[config.mk]
export PLATFORM = sky130hd
export DESIGN_NAME = shift_register_univ
export DESIGN_NICKNAME = d
export VERILOG_FILES = /design/src/rtl/shift_register_pkg.sv /design/src/rtl/shift_register_univ_cell.sv /design/src/rtl/shift_register_univ.sv
export SDC_FILE = /design/constraint.sdc
export NUM_CORES = 1
export LEC_CHECK = 0
export ABC_AREA = 1
export CORE_AREA = 8 8 59 61
export DETAILED_ROUTE_END_ITERATION = 16
export DIE_AREA = 0 0 67 69
export MAX_ROUTING_LAYER = met4
export PLACE_DENSITY = 0.7
export SLEW_MARGIN = 20
export SYNTH_ARGS = -nofsm -noshare
export SYNTH_HDL_FRONTEND = slang
export SYNTH_SLANG_ARGS = --single-unit
[constraint.sdc]
create_clock -name i_clk -period 2 [get_ports i_clk]
set_input_delay 0.2 -clock i_clk [delete_from_list [all_inputs] [get_ports i_clk]]
set_output_delay 0.2 -clock i_clk [all_outputs]
set_load 0.01 [all_outputs]
[src/rtl/shift_register_pkg.sv]
// Operation codes shared by the universal shift register and its per-bit cells.
// The helper classifies the modes that advance the shift counter.
package shift_register_pkg;

    localparam logic [2:0] MODE_HOLD  = 3'd0;
    localparam logic [2:0] MODE_LOAD  = 3'd1;
    localparam logic [2:0] MODE_SHL   = 3'd2;
    localparam logic [2:0] MODE_SHR   = 3'd3;
    localparam logic [2:0] MODE_ROL   = 3'd4;
    localparam logic [2:0] MODE_ROR   = 3'd5;
    localparam logic [2:0] MODE_ASR   = 3'd6;
    localparam logic [2:0] MODE_CLEAR = 3'd7;

    function automatic logic is_shift_mode(input logic [2:0] mode);
        return (mode >= MODE_SHL) && (mode <= MODE_ASR);
    endfunction

endpackage

[src/rtl/shift_register_univ_cell.sv]
// One register bit: picks its next value from the parallel input, the neighbour
// on the MSB side (right-moving ops), the neighbour on the LSB side (left-moving ops) or zero.
module shift_register_univ_cell
    import shift_register_pkg::*;
(
    input  logic       i_clk,
    input  logic       i_rst,
    input  logic       i_en,
    input  logic [2:0] i_mode,
    input  logic       i_left,
    input  logic       i_right,
    input  logic       i_par,
    output logic       o_q
);

    logic r_q;
    logic w_next;

    always_comb begin
        w_next = r_q;
        case (i_mode)
            MODE_LOAD:                    w_next = i_par;
            MODE_SHL, MODE_ROL:           w_next = i_right;
            MODE_SHR, MODE_ROR, MODE_ASR: w_next = i_left;
            MODE_CLEAR:                   w_next = 1'b0;
            default:                      w_next = r_q;
        endcase
    end

    always_ff @(posedge i_clk) begin
        if (i_rst) begin
            r_q <= 1'b0;
        end else if (i_en) begin
            r_q <= w_next;
        end
    end

    assign o_q = r_q;

endmodule

[src/rtl/shift_register_univ.sv]
// Parametrised universal shift register with a saturating shift counter and a
// one-cycle frame-done pulse after WIDTH shift/rotate operations.
module shift_register_univ
    import shift_register_pkg::*;
#(
    parameter  int WIDTH = 8,
    localparam int CNT_W = $clog2(WIDTH + 1)
) (
    input  logic             i_clk,
    input  logic             i_rst,
    input  logic             i_en,
    input  logic [2:0]       i_mode,
    input  logic             i_ser_in_l,
    input  logic             i_ser_in_r,
    input  logic [WIDTH-1:0] i_par_in,
    output logic [WIDTH-1:0] o_par_out,
    output logic             o_ser_out_l,
    output logic             o_ser_out_r,
    output logic [CNT_W-1:0] o_cnt,
    output logic             o_done
);

    localparam logic [CNT_W-1:0] CNT_MAX = CNT_W'(WIDTH);

    logic [WIDTH-1:0] w_q;
    logic             w_msb_feed;   // what enters bit WIDTH-1 on right-moving ops
    logic             w_lsb_feed;   // what enters bit 0 on left-moving ops
    logic [CNT_W-1:0] r_cnt;
    logic             r_done;

    always_comb begin
        w_lsb_feed = (i_mode == MODE_ROL) ? w_q[WIDTH-1] : i_ser_in_l;
        case (i_mode)
            MODE_ROR: w_msb_feed = w_q[0];
            MODE_ASR: w_msb_feed = w_q[WIDTH-1];
            default:  w_msb_feed = i_ser_in_r;
        endcase
    end

    generate
        for (genvar gi = 0; gi < WIDTH; gi++) begin : g_bit
            logic w_left;
            logic w_right;

            if (gi == WIDTH - 1) begin : g_msb
                assign w_left = w_msb_feed;
            end else begin : g_mid_l
                assign w_left = w_q[gi+1];
            end

            if (gi == 0) begin : g_lsb
                assign w_right = w_lsb_feed;
            end else begin : g_mid_r
                assign w_right = w_q[gi-1];
            end

            shift_register_univ_cell u_cell (
                .i_clk   (i_clk),
                .i_rst   (i_rst),
                .i_en    (i_en),
                .i_mode  (i_mode),
                .i_left  (w_left),
                .i_right (w_right),
                .i_par   (i_par_in[gi]),
                .o_q     (w_q[gi])
            );
        end
    endgenerate

    // Counter saturates at WIDTH; done fires only on the WIDTH-1 -> WIDTH step.
    always_ff @(posedge i_clk) begin
        if (i_rst) begin
            r_cnt  <= '0;
            r_done <= 1'b0;
        end else begin
            r_done <= 1'b0;
            if (i_en) begin
                if ((i_mode == MODE_LOAD) || (i_mode == MODE_CLEAR)) begin
                    r_cnt <= '0;
                end else if (is_shift_mode(i_mode) && (r_cnt != CNT_MAX)) begin
                    r_cnt  <= r_cnt + 1'b1;
                    r_done <= (r_cnt == CNT_MAX - 1'b1);
                end
            end
        end
    end

    assign o_par_out   = w_q;
    assign o_ser_out_l = w_q[WIDTH-1];
    assign o_ser_out_r = w_q[0];
    assign o_cnt       = r_cnt;
    assign o_done      = r_done;

endmodule

After elaboration in Yosys (flattened, before gate mapping):

Index checks and enable logic that the tools add are counted.

* register bits after elaboration: 13
* logic and storage cells: 48
* output and inout bits: 15
* bits of input ports: 16

* magnitude comparators: 2
* $add $sub $neg: 1
* equal/unequal tests: 10
* bitwise operators: 2
* reductions and logical operators: 11
* mux-type cells: 12

Operators with widths (count)
* $pmux 1 s4: 8
* $eq 3x3->1 const B: 4
* $mux 4: 2
* $eq 3x2->1 const B: 2
* $add 4x1->4 const B: 1
* $eq 4x3->1 const B: 1
* $ne 4x4->1 const B: 1
* $reduce_and 2->1: 2
* $reduce_bool 4->1: 1
* $reduce_or 4->1: 1
* $eq 3x1->1 const B: 1
* $ge 3x2->1 const B: 1
* $le 3x3->1 const B: 1
* $reduce_and 3->1: 1
* $reduce_or 3->1: 1
* $logic_and 1x1->1: 2
* $ne 2x2->1 const B: 1
* $not 1->1: 2
* $pmux 1 s2: 1
* $reduce_bool 2->1: 1
* $reduce_or 2->1: 1
* $logic_or 1x1->1: 1
* $mux 1: 1

Logic depth before layout (Yosys ltp):

Gate-level depths: netlist of the first run.

* word-level depth: 5
* mapped depth: 9
* gate-level depth less buffers: 9

By module:

From an unflattened synthesis of the first run, not the netlist that was laid out.

* cells, all modules: 256
* area, all modules: 1336.3 µm²

By module, submodules not included
* shift_register_univ_cell: sequential area each 20.0 µm², cells each 23, area each 108.9 µm², times used 8
* shift_register_univ: sequential area each 100.1 µm², cells each 72, area each 465.4 µm², times used 1

Worst setup path after synthesis of the first run:

No wires, ideal clock.

* path kind: reg-to-reg
* from: reg r_cnt[0], in the netlist o_cnt[0]
* to: reg r_cnt[3], in the netlist o_cnt[3]
* data arrival time: 1164 ps
* library setup time: 115 ps
* slack: 721 ps
* cell stages (with the launch flop): 9
* required time: 1885 ps
* path buffers: 0
* clock period less this slack: 1279 ps
* path through: dfxtp_1 inv_1 ha_1 nand3_1 nand4_4 nand2_2 nand3_1 nand2_1 nor2_1

* cells in the longest elaborated chain, start to end: 4
* elaborated cells between the ends (all ways): 7
* those cells by class: add/sub (1); eq/ne (1); mux (2); reduce/logical (3)

Ends and longest elaborated chain
* start: declaration: line shift_register_univ.sv:28 `logic [CNT_W-1:0] r_cnt;`
* start signal: assignment: line shift_register_univ.sv:81 `r_cnt <= r_cnt + 1'b1;`
* parallel branches: the longest is 4 deep, another holds $add 4x1->4

Parallel ways; which one is timed is not known. The select of a mux whose other input is x is not followed.
A chain may end at the register's enable or synchronous reset.

Final worst setup path of the first run:

* from: reg g_bit[0].u_cell.r_q
* to: out o_par_out[0]

RTL lines
* start: declaration: line shift_register_univ_cell.sv:16 `logic r_q;`
* start signal: assignment: line shift_register_univ_cell.sv:34 `r_q <= w_next;`
* end: declaration: line shift_register_univ.sv:16 `output logic [WIDTH-1:0] o_par_out,`

No word-level cell between the ends.

==> flow_summary.json, run 1 <==
{
  "cp_cell_sequence": "clkdlybuf4s50_1",
  "switching_power_mw": 0.221,
  "grt_antenna_before_repair": 0,
  "cts_made_buffers": 3,
  "drcViolationCount": 0,
  "clkPwrFrac_pct": 26.8,
  "portBuffers": 30,
  "netlist_instances": 144,
  "fillCellCount": 285,
  "endpoint_kind": "primary output",
  "cp_data_required_time_ps": 1800,
  "run_status": "complete, no violations",
  "clk_path_buf_depth": 2,
  "cts_hold_buf": 0,
  "ctsHtreeMaxLevel": 1,
  "reg2reg_depth": 8,
  "setup_violations": 0,
  "placed_cell_area_um2": 1200,
  "p_per_area_nw_per_um2": 543,
  "synth_compound_area_share_pct": 15.2,
  "ir_drop_mv": 0.353,
  "swShare_pct": 33.2,
  "crit_start": "g_bit[0].u_cell.o_q",
  "power_mw": 0.666,
  "period_share_pct": 76.8,
  "grt_remaining_overflow": 0,
  "post_drt_wl_per_cell_um": 12.4,
  "setup_tns_ps": 0,
  "finalNonFillerCells": 201,
  "post-cts-setup-buffers": 0,
  "fin_crit_ps": 1540,
  "worstMarginPinSlew_ps": 286,
  "crit_end": "o_par_out[0]",
  "rr_startpoint": "o_cnt[0]",
  "synthesis.area_um2": 916,
  "critPathKind": "flip-flop to primary output",
  "hpwl_um": 1970,
  "synth_top_family_by_area": "simple AND/OR/NAND/NOR gates",
  "critPathLaunchType": "flip-flop",
  "cp_max_fo": 5,
  "ys_ff_latch": 13,
  "hold_path_class": "flip-flop to flip-flop",
  "fin_worst_skew_ps": 10.3,
  "grt_setup_unrepaired": "no",
  "path_buf_inv": 1,
  "grt_max_degree": 10,
  "relSlewSlack_pct": 80.9,
  "core_um2": 2620,
  "grt_pass1_vias": 931,
  "yosys.area_share.adder_pct": 2.73,
  "p_leak_nw": 0.551,
  "drt_wl_total_um": 2490,
  "num_io_pins": 31,
  "die_area_um2": 4620,
  "synth_nets": 162,
  "cts_root_buffer": "clkbuf_4",
  "ys_seq_area_share_pct": 28.4,
  "synth_xor_area_share_pct": 0,
  "track_usage_pct": 11.4,
  "cp_top_family": "buffers and inverters",
  "yosys.area_share.simple_pct": 37.2,
  "postCtsResizedCells": 0,
  "initial_utilization_pct": 35.0,
  "slowest_stage": "clkdlybuf4s50_1",
  "preCtsSetupSlack_ps": 238,
  "fin_nets": 189,
  "drt-initial-drc-count": 28,
  "place.gp.congestion": 0.862,
  "std_cell_rows": 19,
  "clock_latency_ps": 290,
  "via_count": 953,
  "slew_violations": 0,
  "area_growth_pct": 33.9,
  "synth_mux_area_share_pct": 0,
  "p_seq_share_pct": 43.9,
  "avgSynthCellArea_um2": 6.36,
  "hold_ws_ps": 530,
  "synth.distinct_cells": 20,
  "worstPathArrival_ps": 1340,
  "cts.sinks": 13,
  "dr.pass1.iters": 6,
  "synth_warnings": 0,
  "drive_gt1_share_pct": 10.0,
  "cp_slowest_stage_delay_ps": 590,
  "cts_tree": "yes",
  "internal_power_mw": 0.445,
  "r2r_end": "o_cnt[3]",
  "crit_cells": 1,
  "power_frac_comb_pct": 29.3,
  "setup_ws_ps": 464,
  "grt_pass1_wl_um": 4130,
  "die_x_um": 67,
  "multi_input_area_um2": 504,
  "hold_viol": 0,
  "placedCellCount": 197,
  "ant_nets": 0,
  "die_h_um": 69,
  "max_cap_viol_count": 0,
  "final-seq-area_um2": 260,
  "max_freq_mhz": 651,
  "via_per_inst": 4.74,
  "final_design_area_no_fill_um2": 1230,
  "r2r_slack_ps": 580,
  "antenna_cells": 0,
  "clk_pin_slew_worst_paths_ps": 100,
  "fin_util_pct": 46.9
}
worst min path at each step:
stage                        startpoint             endpoint  slack [ps]  depth (start not counted)
global route        g_bit[7].u_cell.o_q  g_bit[7].u_cell.o_q         570                          2
finish              g_bit[7].u_cell.o_q  g_bit[7].u_cell.o_q         530                          2
CTS                 g_bit[7].u_cell.o_q  g_bit[7].u_cell.o_q         540                          2
global placement    g_bit[7].u_cell.o_q  g_bit[7].u_cell.o_q         510                          2
detailed placement  g_bit[7].u_cell.o_q  g_bit[7].u_cell.o_q         520                          2
floorplan                          i_en               o_done         370                          2
placed cells by master (no fill, tap or decap):
| cell type | synthesis | layout |
|---|---|---|
| clkdlybuf4s50_1 | 0 | 30 |
| o21ai_0 | 12 | 12 |
| dfxtp_1 | 13 | 13 |
| nor2_1 | 12 | 12 |
| nand2_2 | 2 | 2 |
| nand4_4 | 1 | 1 |
| a21oi_1 | 12 | 12 |
| nor2_2 | 1 | 1 |
| clkinv_2 | 1 | 2 |
| nor3_1 | 2 | 2 |
| ha_1 | 2 | 2 |
| inv_1 | 20 | 20 |
| nand2_1 | 40 | 40 |
| clkbuf_4 | 0 | 3 |
| buf_4 | 8 | 1 |
| nand4_1 | 1 | 1 |
| inv_2 | 2 | 2 |
| nand3_1 | 9 | 9 |
| nor2_4 | 3 | 3 |
| nand3_2 | 1 | 1 |
| a21boi_4 | 1 | 1 |
kinds of logic after synthesis:
| family | after synthesis |
|---|---|
| AND/OR/NAND/NOR | 72 |
| buffers and inverters | 32 |
| AO/OA/AOI/OAI | 25 |
| flip-flops | 13 |
| adder cells (fa/ha/maj) | 2 |
cell usage after synthesis, drive strengths merged:
cell | number | area (µm²)
ha | 2 | 25.0
clkbuf | 1 | 3.75
a21oi | 12 | 60.1
o21ai | 12 | 60.1
a21boi | 1 | 18.8
clkinv | 1 | 5.00
dfxtp | 13 | 260
buf | 8 | 60.1
nor2 | 16 | 85.1
nand4 | 2 | 27.5
nor3 | 2 | 10.0
nand2 | 42 | 163
inv | 22 | 82.6
nand3 | 10 | 55.1
flip-flops by register name, indices dropped and copies added, names as in the netlist:
signal,flops
g_bit.u_cell.o_q,8
o_done,1
o_cnt,4
routing by layer:
layer	up-vias	track usage (%)	wire length (µm)
met3	6	3.88	174
met2	30	17.8	1190
met4	0	5.81	67
met5	-	-	0
li1	495	-	-
met1	422	12.5	1050
area by class of cell:
| class | count | share of cell area [%] |
|---|---|---|
| timing repair buffer | 31 | 25.1 |
| tap | 31 | 3.16 |
| sequential | 13 | 21.2 |
| inverter | 23 | 7.14 |
| multi-input combinational | 99 | 41.1 |
| clock buffer | 3 | 1.84 |
| clock inverter | 1 | 0.408 |
power by group through the flow:
stage                     clock network, mW  logic, mW  registers (mW)
after floorplan                           0      0.115           0.296
after global placement                    0      0.192           0.298
after detailed placement                  0      0.196           0.298
after CTS                             0.183      0.196           0.292
after global routing                  0.197      0.216           0.295
final                                 0.178      0.195           0.293
Power figures use the tool's default switching activity.
==> inputs of run 2 (changes only) <==
--- a/config.mk
+++ b/config.mk
@@ -10,7 +10,7 @@
 export DETAILED_ROUTE_END_ITERATION = 16
 export DIE_AREA = 0 0 67 69
 export MAX_ROUTING_LAYER = met4
-export PLACE_DENSITY = 0.7
+export PLACE_DENSITY = 0.72
 export SLEW_MARGIN = 20
 export SYNTH_ARGS = -nofsm -noshare
 export SYNTH_HDL_FRONTEND = slang
==> constraint.sdc (replaced) <==
create_clock -name i_clk -period 1.35 [get_ports i_clk]
set_input_delay 0.135 -clock i_clk [delete_from_list [all_inputs] [get_ports i_clk]]
set_output_delay 0.135 -clock i_clk [all_outputs]
set_load 0.01 [all_outputs]
==> run 2 against run 1 <==
Combinational power is 58% higher. Hold slack lost 94 ps. Sequential share of layout area decreased by 1.4 points. Non-clock buffer count is 10 higher. Flip-flop and latch count unchanged. Die area unchanged. Total power increased by 47%. First-iteration DRC count increased by 3.6%. Register-to-register slack worse by 490 ps. Sequential power rose by 46%. Clock skew is 5.9 ps lower. Critical endpoint is now o_ser_out_r.
==> flow_summary.json, run 2 (synthesized netlist as in run 1, its figures left out) <==
{
  "run_status": "complete, no violations",
  "max_cap_viol_count": 0,
  "cts.sinks": 13,
  "clk_pin_slew_worst_paths_ps": 80,
  "period_share_pct": 98.3,
  "placedCellCount": 205,
  "post_drt_wl_per_cell_um": 11.5,
  "die_h_um": 69,
  "grt_pass1_vias": 938,
  "antenna_cells": 0,
  "setup_violations": 0,
  "fin_worst_skew_ps": 4.32,
  "die_x_um": 67,
  "clock_latency_ps": 280,
  "cp_top_family": "buffers and inverters",
  "grt_pass1_wl_um": 3990,
  "power_frac_comb_pct": 31.5,
  "cp_slowest_stage_delay_ps": 540,
  "fin_nets": 199,
  "area_growth_pct": 44.4,
  "p_per_area_nw_per_um2": 742,
  "endpoint_kind": "primary output",
  "critPathLaunchType": "flip-flop",
  "grt_remaining_overflow": 0,
  "relSlewSlack_pct": 82.0,
  "ir_drop_mv": 0.465,
  "cts_hold_buf": 0,
  "fin_crit_ps": 1330,
  "via_count": 972,
  "grt_antenna_before_repair": 0,
  "p_seq_share_pct": 43.7,
  "cp_cell_sequence": "clkdlybuf4s50_1",
  "power_mw": 0.981,
  "place.gp.congestion": 0.845,
  "grt_setup_unrepaired": "no",
  "hold_viol": 0,
  "cp_max_fo": 5,
  "worstPathArrival_ps": 1190,
  "core_um2": 2620,
  "worstMarginPinSlew_ps": 269,
  "final_cell_mix": "40 x nand2_1, 20 x inv_1, 15 x clkdlybuf4s50_1",
  "critPathKind": "flip-flop to primary output",
  "drt-initial-drc-count": 29,
  "via_per_inst": 4.61,
  "p_leak_nw": 0.731,
  "cts_tree": "yes",
  "path_buf_inv": 1,
  "cts_made_buffers": 3,
  "hold_path_class": "primary input to flip-flop",
  "swShare_pct": 31.2,
  "hold_ws_ps": 436,
  "slowest_stage": "clkdlybuf4s50_1",
  "drcViolationCount": 0,
  "drive_gt1_share_pct": 15.6,
  "internal_power_mw": 0.675,
  "initial_utilization_pct": 35.0,
  "max_freq_mhz": 754,
  "drt_wl_total_um": 2430,
  "track_usage_pct": 10.5,
  "switching_power_mw": 0.306,
  "clkPwrFrac_pct": 24.8,
  "clk_path_buf_depth": 2,
  "cp_data_required_time_ps": 1220,
  "cts_root_buffer": "clkbuf_4",
  "die_area_um2": 4620,
  "fin_util_pct": 50.6,
  "ctsHtreeMaxLevel": 1,
  "grt_max_degree": 9,
  "ant_nets": 0,
  "num_io_pins": 31,
  "std_cell_rows": 19,
  "slew_violations": 0,
  "dr.pass1.iters": 4,
  "finalNonFillerCells": 211,
  "largest_reg_flops": 8,
  "portBuffers": 30,
  "hpwl_um": 1920,
  "layout.cells.most_common": "nand2_1"
}
run 2: metal layers:
metal	vias to the layer above	global-route usage, %	wire length, µm
li1	517	-	-
met1	428	11.3	1070
met2	23	17.8	1180
met3	4	2.42	144
met4	0	4.19	40
met5	-	-	0
run 2: power by group through the flow:
stage | combinational [mW] | sequential (mW) | clock (mW)
after global placement | 0.305 | 0.437 | 0
after detailed placement | 0.311 | 0.438 | 0
after CTS | 0.305 | 0.429 | 0.249
after global routing | 0.342 | 0.432 | 0.264
final | 0.309 | 0.429 | 0.244
after floorplan | 0.171 | 0.439 | 0
run 2: cell type report:
cell class              count  area, µm²
clock buffers               4       26.3
fillers                   277       1290
inverters                  23       87.6
multi-input cells          99        517
flip-flops and latches     13        263
well taps                  31       38.8
repair buffers             41        390
run 2: repair_timing:
action	4_1_cts	5_1_grt
pin swaps	0	1
hold endpoints to repair	0	0
setup buffers	0	2
gates resized for setup	9	10
endpoints found under the setup margin	13	15
run 2: stage by stage:
stage | setup slack [ps] | area (µm²) | TNS, ps
after global routing | 1.33 | 1320 | 0
after floorplan | 71.3 | 916 | 0
final | 23.6 | 1320 | 0
after global placement | -262 | 1260 | -2370
after detailed placement | -327 | 1260 | -3140
after CTS | 5.77 | 1280 | 0
run 2: final timing paths:
path                                     startpoint             endpoint  slack, ps  cells past startpoint
worst max-delay path            g_bit[0].u_cell.o_q          o_ser_out_r         20                      1
worst min-delay path                      i_mode[0]  g_bit[2].u_cell.o_q        440                      6
worst max register to register             o_cnt[0]             o_cnt[2]         90                      8
worst min register to register  g_bit[0].u_cell.o_q  g_bit[0].u_cell.o_q        510                      2
==> RTL change 1 (config.mk and constraints of run 2) <==
Put a register stage on the outputs `o_par_out`, `o_ser_out_l` and `o_ser_out_r`, cleared by the reset. The values now appear one clock later. The other outputs are not delayed to match.
--- a/src/rtl/shift_register_univ.sv
+++ b/src/rtl/shift_register_univ.sv
@@ -85,9 +85,17 @@
         end
     end
 
-    assign o_par_out   = w_q;
-    assign o_ser_out_l = w_q[WIDTH-1];
-    assign o_ser_out_r = w_q[0];
+    always_ff @(posedge i_clk) begin
+        if (i_rst) begin
+            o_par_out   <= '0;
+            o_ser_out_l <= '0;
+            o_ser_out_r <= '0;
+        end else begin
+            o_par_out   <= w_q;
+            o_ser_out_l <= w_q[WIDTH-1];
+            o_ser_out_r <= w_q[0];
+        end
+    end
     assign o_cnt       = r_cnt;
     assign o_done      = r_done;
 
Behaviour: not the same (a bounded check fails within 4 cycles, from zero or initial values and one cycle with i_rst high).
==> RTL change 1 against run 2 <==
Non-clock buffer count grew 2. Setup slack better by 0.015 ns. Power is 31% higher. Sequential share of layout area increased by 6.4 points. Via count grew 17%. Cell area is 24% higher. Die area did not move. Routed wire length rose by 17%. Area after synthesis is 29% higher. Sequential cell count rose by 8. Hold slack gained 0.027 ns.
==> RTL change 1: results (changes against run 2) <==
| Metric | Value |
|---|---|
| Outcome | finished clean (unchanged) |
| Largest net degree at the start of global routing | 15 (was 9) |
| Worst vdd ir | 0.588 mV (was 0.465 mV) |
| Tightest Pin Transition | 0.386 ns (was 0.269 ns) |
| Adder-Cell Fraction of Synth Area | 0.0212 (was 0.0273) |
| Post-synthesis xor/xnor area fraction | 0.00743 (was 0) |
| Synth cell types | 24 (was 20) |
| Global-route wire length before repair | 4.88 mm (was 3.99 mm) |
| Post-synthesis sequential area ratio | 0.357 (was 0.284) |
| Number of global-route vias before repair | 1142 (was 938) |
| Pleak | 0.886 nW (was 0.731 nW) |
| CP max FO | 1 (was 5) |
| Share of cells above drive strength 1 | 0.171 (was 0.156) |
| Fill count | 247 (was 277) |
| Layout Nets | 230 (was 199) |
| Gp weighted congestion | 0.838 (was 0.845) |
| Vias per cell | 4.70 (was 4.61) |
| HPWL Detailed | 2.22 mm (was 1.92 mm) |
| Initial DRC count | 63 (was 29) |
| Avg Cell Area, Syn | 6.97 um2 (was 6.36 um2) |
| Top cells by area, synth | dfxtp_1 36%, nand2_1 15%, nor2_1 8.9%, nand3_1 7.6%, inv_1 6.7% (was dfxtp_1 28%, nand2_1 16%, inv_1 8.2%, a21oi_1 6.6%, o21ai_0 6.6%) |
| Synth cell count leaders | 48 x nand2_1, 28 x nor2_1, 21 x dfxtp_1, 21 x inv_1, 18 x nand3_1 (was 40 x nand2_1, 20 x inv_1, 13 x dfxtp_1) |
| Tot GR Track Use | 0.129 (was 0.105) |
| Clock transition at path regs | 0.13 ns (was 0.08 ns) |
| Compound-Gate Fraction of Synth Area | 0.0648 (was 0.152) |
-- RTL change 1: changes by cell type in the layout (fill, tap and decap cells not counted), sizes merged, moves of 2 or more --
cell	before	now
a21oi	12	7
dfxtp	13	21
clkdlybuf4s50	15	18
buf	11	13
o21ai	12	3
nand2	42	52
nor2	16	30
dlygate4sd2	8	4
nand3	10	21
-- RTL change 1: power by group --
| part | switching [mW] | internal (mW) |
|---|---|---|
| Combinational | 0.160 | 0.147 |
| Clock | 0.205 | 0.111 |
| Sequential | 0.0175 | 0.645 |
-- RTL change 1: worst paths after layout --
| kind | startpoint | to | slack [ns] | depth (start not counted) |
|---|---|---|---|---|
| hold / removal | g_bit[5].u_cell.o_q | o_par_out[5] | 0.46 | 2 |
| hold reg to reg | g_bit[5].u_cell.o_q | o_par_out[5] | 0.46 | 2 |
| setup / recovery | o_par_out[1] | o_par_out[1] | 0.04 | 1 |
| setup reg to reg | o_cnt[1] | o_cnt[3] | 0.15 | 7 |
-- RTL change 1: cell type report --
type / count / area (um2) / area share
clock buffers: 3 / 22.5 / 0.0138
clock inverters: 1 / 5.00 / 0.00306
inverters: 23 / 86.3 / 0.0528
multi-input cells: 120 / 629 / 0.385
flip-flops and latches: 21 / 429 / 0.262
well taps: 31 / 38.8 / 0.0237
repair buffers: 43 / 425 / 0.260
-- RTL change 1: per-stage QoR --
step	instance area [um2]	worst slack [ns]	setup TNS (ns)
detailed placement	1590	-0.169	-1.56
global route	1640	0.000633	0
floorplan	1180	0.133	0
CTS	1620	0.00631	0
finish	1640	0.0389	0
global placement	1590	-0.118	-1.19
-- RTL change 1: kinds of logic (layout without fill, tap and decap cells) --
| logic type | Yosys count | in the layout |
|---|---|---|
| buffers and inverters | 28 | 70 |
| and+or+nand+nor | 107 | 107 |
| DFF | 21 | 21 |
| adders and majority gates | 2 | 2 |
| xor gates and xnor gates | 1 | 1 |
| AOI/OAI and AO/OA | 10 | 10 |
-- RTL change 1: metal layers --
layer,routed length [um],global-route usage,share of wire,up-vias
li1,-,-,-,605
met1,1310,0.146,0.46,504
met4,35,0.0419,0.012,0
met3,119,0.0258,0.042,4
met5,0,-,0,-
met2,1390,0.218,0.49,25
==> RTL change 2 (config.mk and constraints of run 2) <==
Made on the original files. `WIDTH`: 8 -> 32.
--- a/src/rtl/shift_register_univ.sv
+++ b/src/rtl/shift_register_univ.sv
@@ -3,7 +3,7 @@
 module shift_register_univ
     import shift_register_pkg::*;
 #(
-    parameter  int WIDTH = 8,
+    parameter  int WIDTH = 32,
     localparam int CNT_W = $clog2(WIDTH + 1)
 ) (
     input  logic             i_clk,
Ports: changed (resized i_par_in, o_cnt and o_par_out); port bits go from 31 to 81. The function was not compared with the original's and may differ.
==> RTL change 2 against run 2 <==
The run now fails in global placement without I/O. Area after synthesis rose to 2.8 times the old value.
==> RTL change 2: results (changes against run 2) <==
| Metric | Value |
|---|---|
| Gate Count Post-Synth | 428 (was 144) |
| Post-synthesis net count | 470 (was 162) |
| Top cells by area, synth | dfxtp_1 31%, nand2_1 18%, nor2_1 11%, buf_4 10%, nand3_1 8.8% (was dfxtp_1 28%, nand2_1 16%, inv_1 8.2%, a21oi_1 6.6%, o21ai_0 6.6%) |
| Post-synthesis async set-or-reset flop share | 0 (unchanged) |
| Number of flops mapped to enable cells by yosys | 0 (unchanged) |
| Stopped at | global placement without I/O |
| Synth cell count leaders | 119 x nand2_1, 72 x nor2_1, 45 x inv_1, 45 x nand3_1, 39 x dfxtp_1 (was 40 x nand2_1, 20 x inv_1, 13 x dfxtp_1) |
| Synth cell types | 20 (unchanged) |
| Outcome | stopped before the end (was finished clean) |
| Post-synthesis sequential area ratio | 0.306 (was 0.284) |
| Err | [ERROR GPL-0301] Utilization 115.623 % exceeds 100%. |
| Post-synthesis register bit count | 39 (was 13) |
| Ys Warns | 0 (unchanged) |
| Die W | 67 um (unchanged) |
[RTL change 2: cells by family after synthesis]
logic type | count (synthesis) | synth area share
simple gates | 244 | 0.389
flops | 39 | 0.306
fa+ha+maj | 2 | 0.00981
buf+inv | 101 | 0.206
xor+xnor | 1 | 0.00344
compound gates | 41 | 0.0859
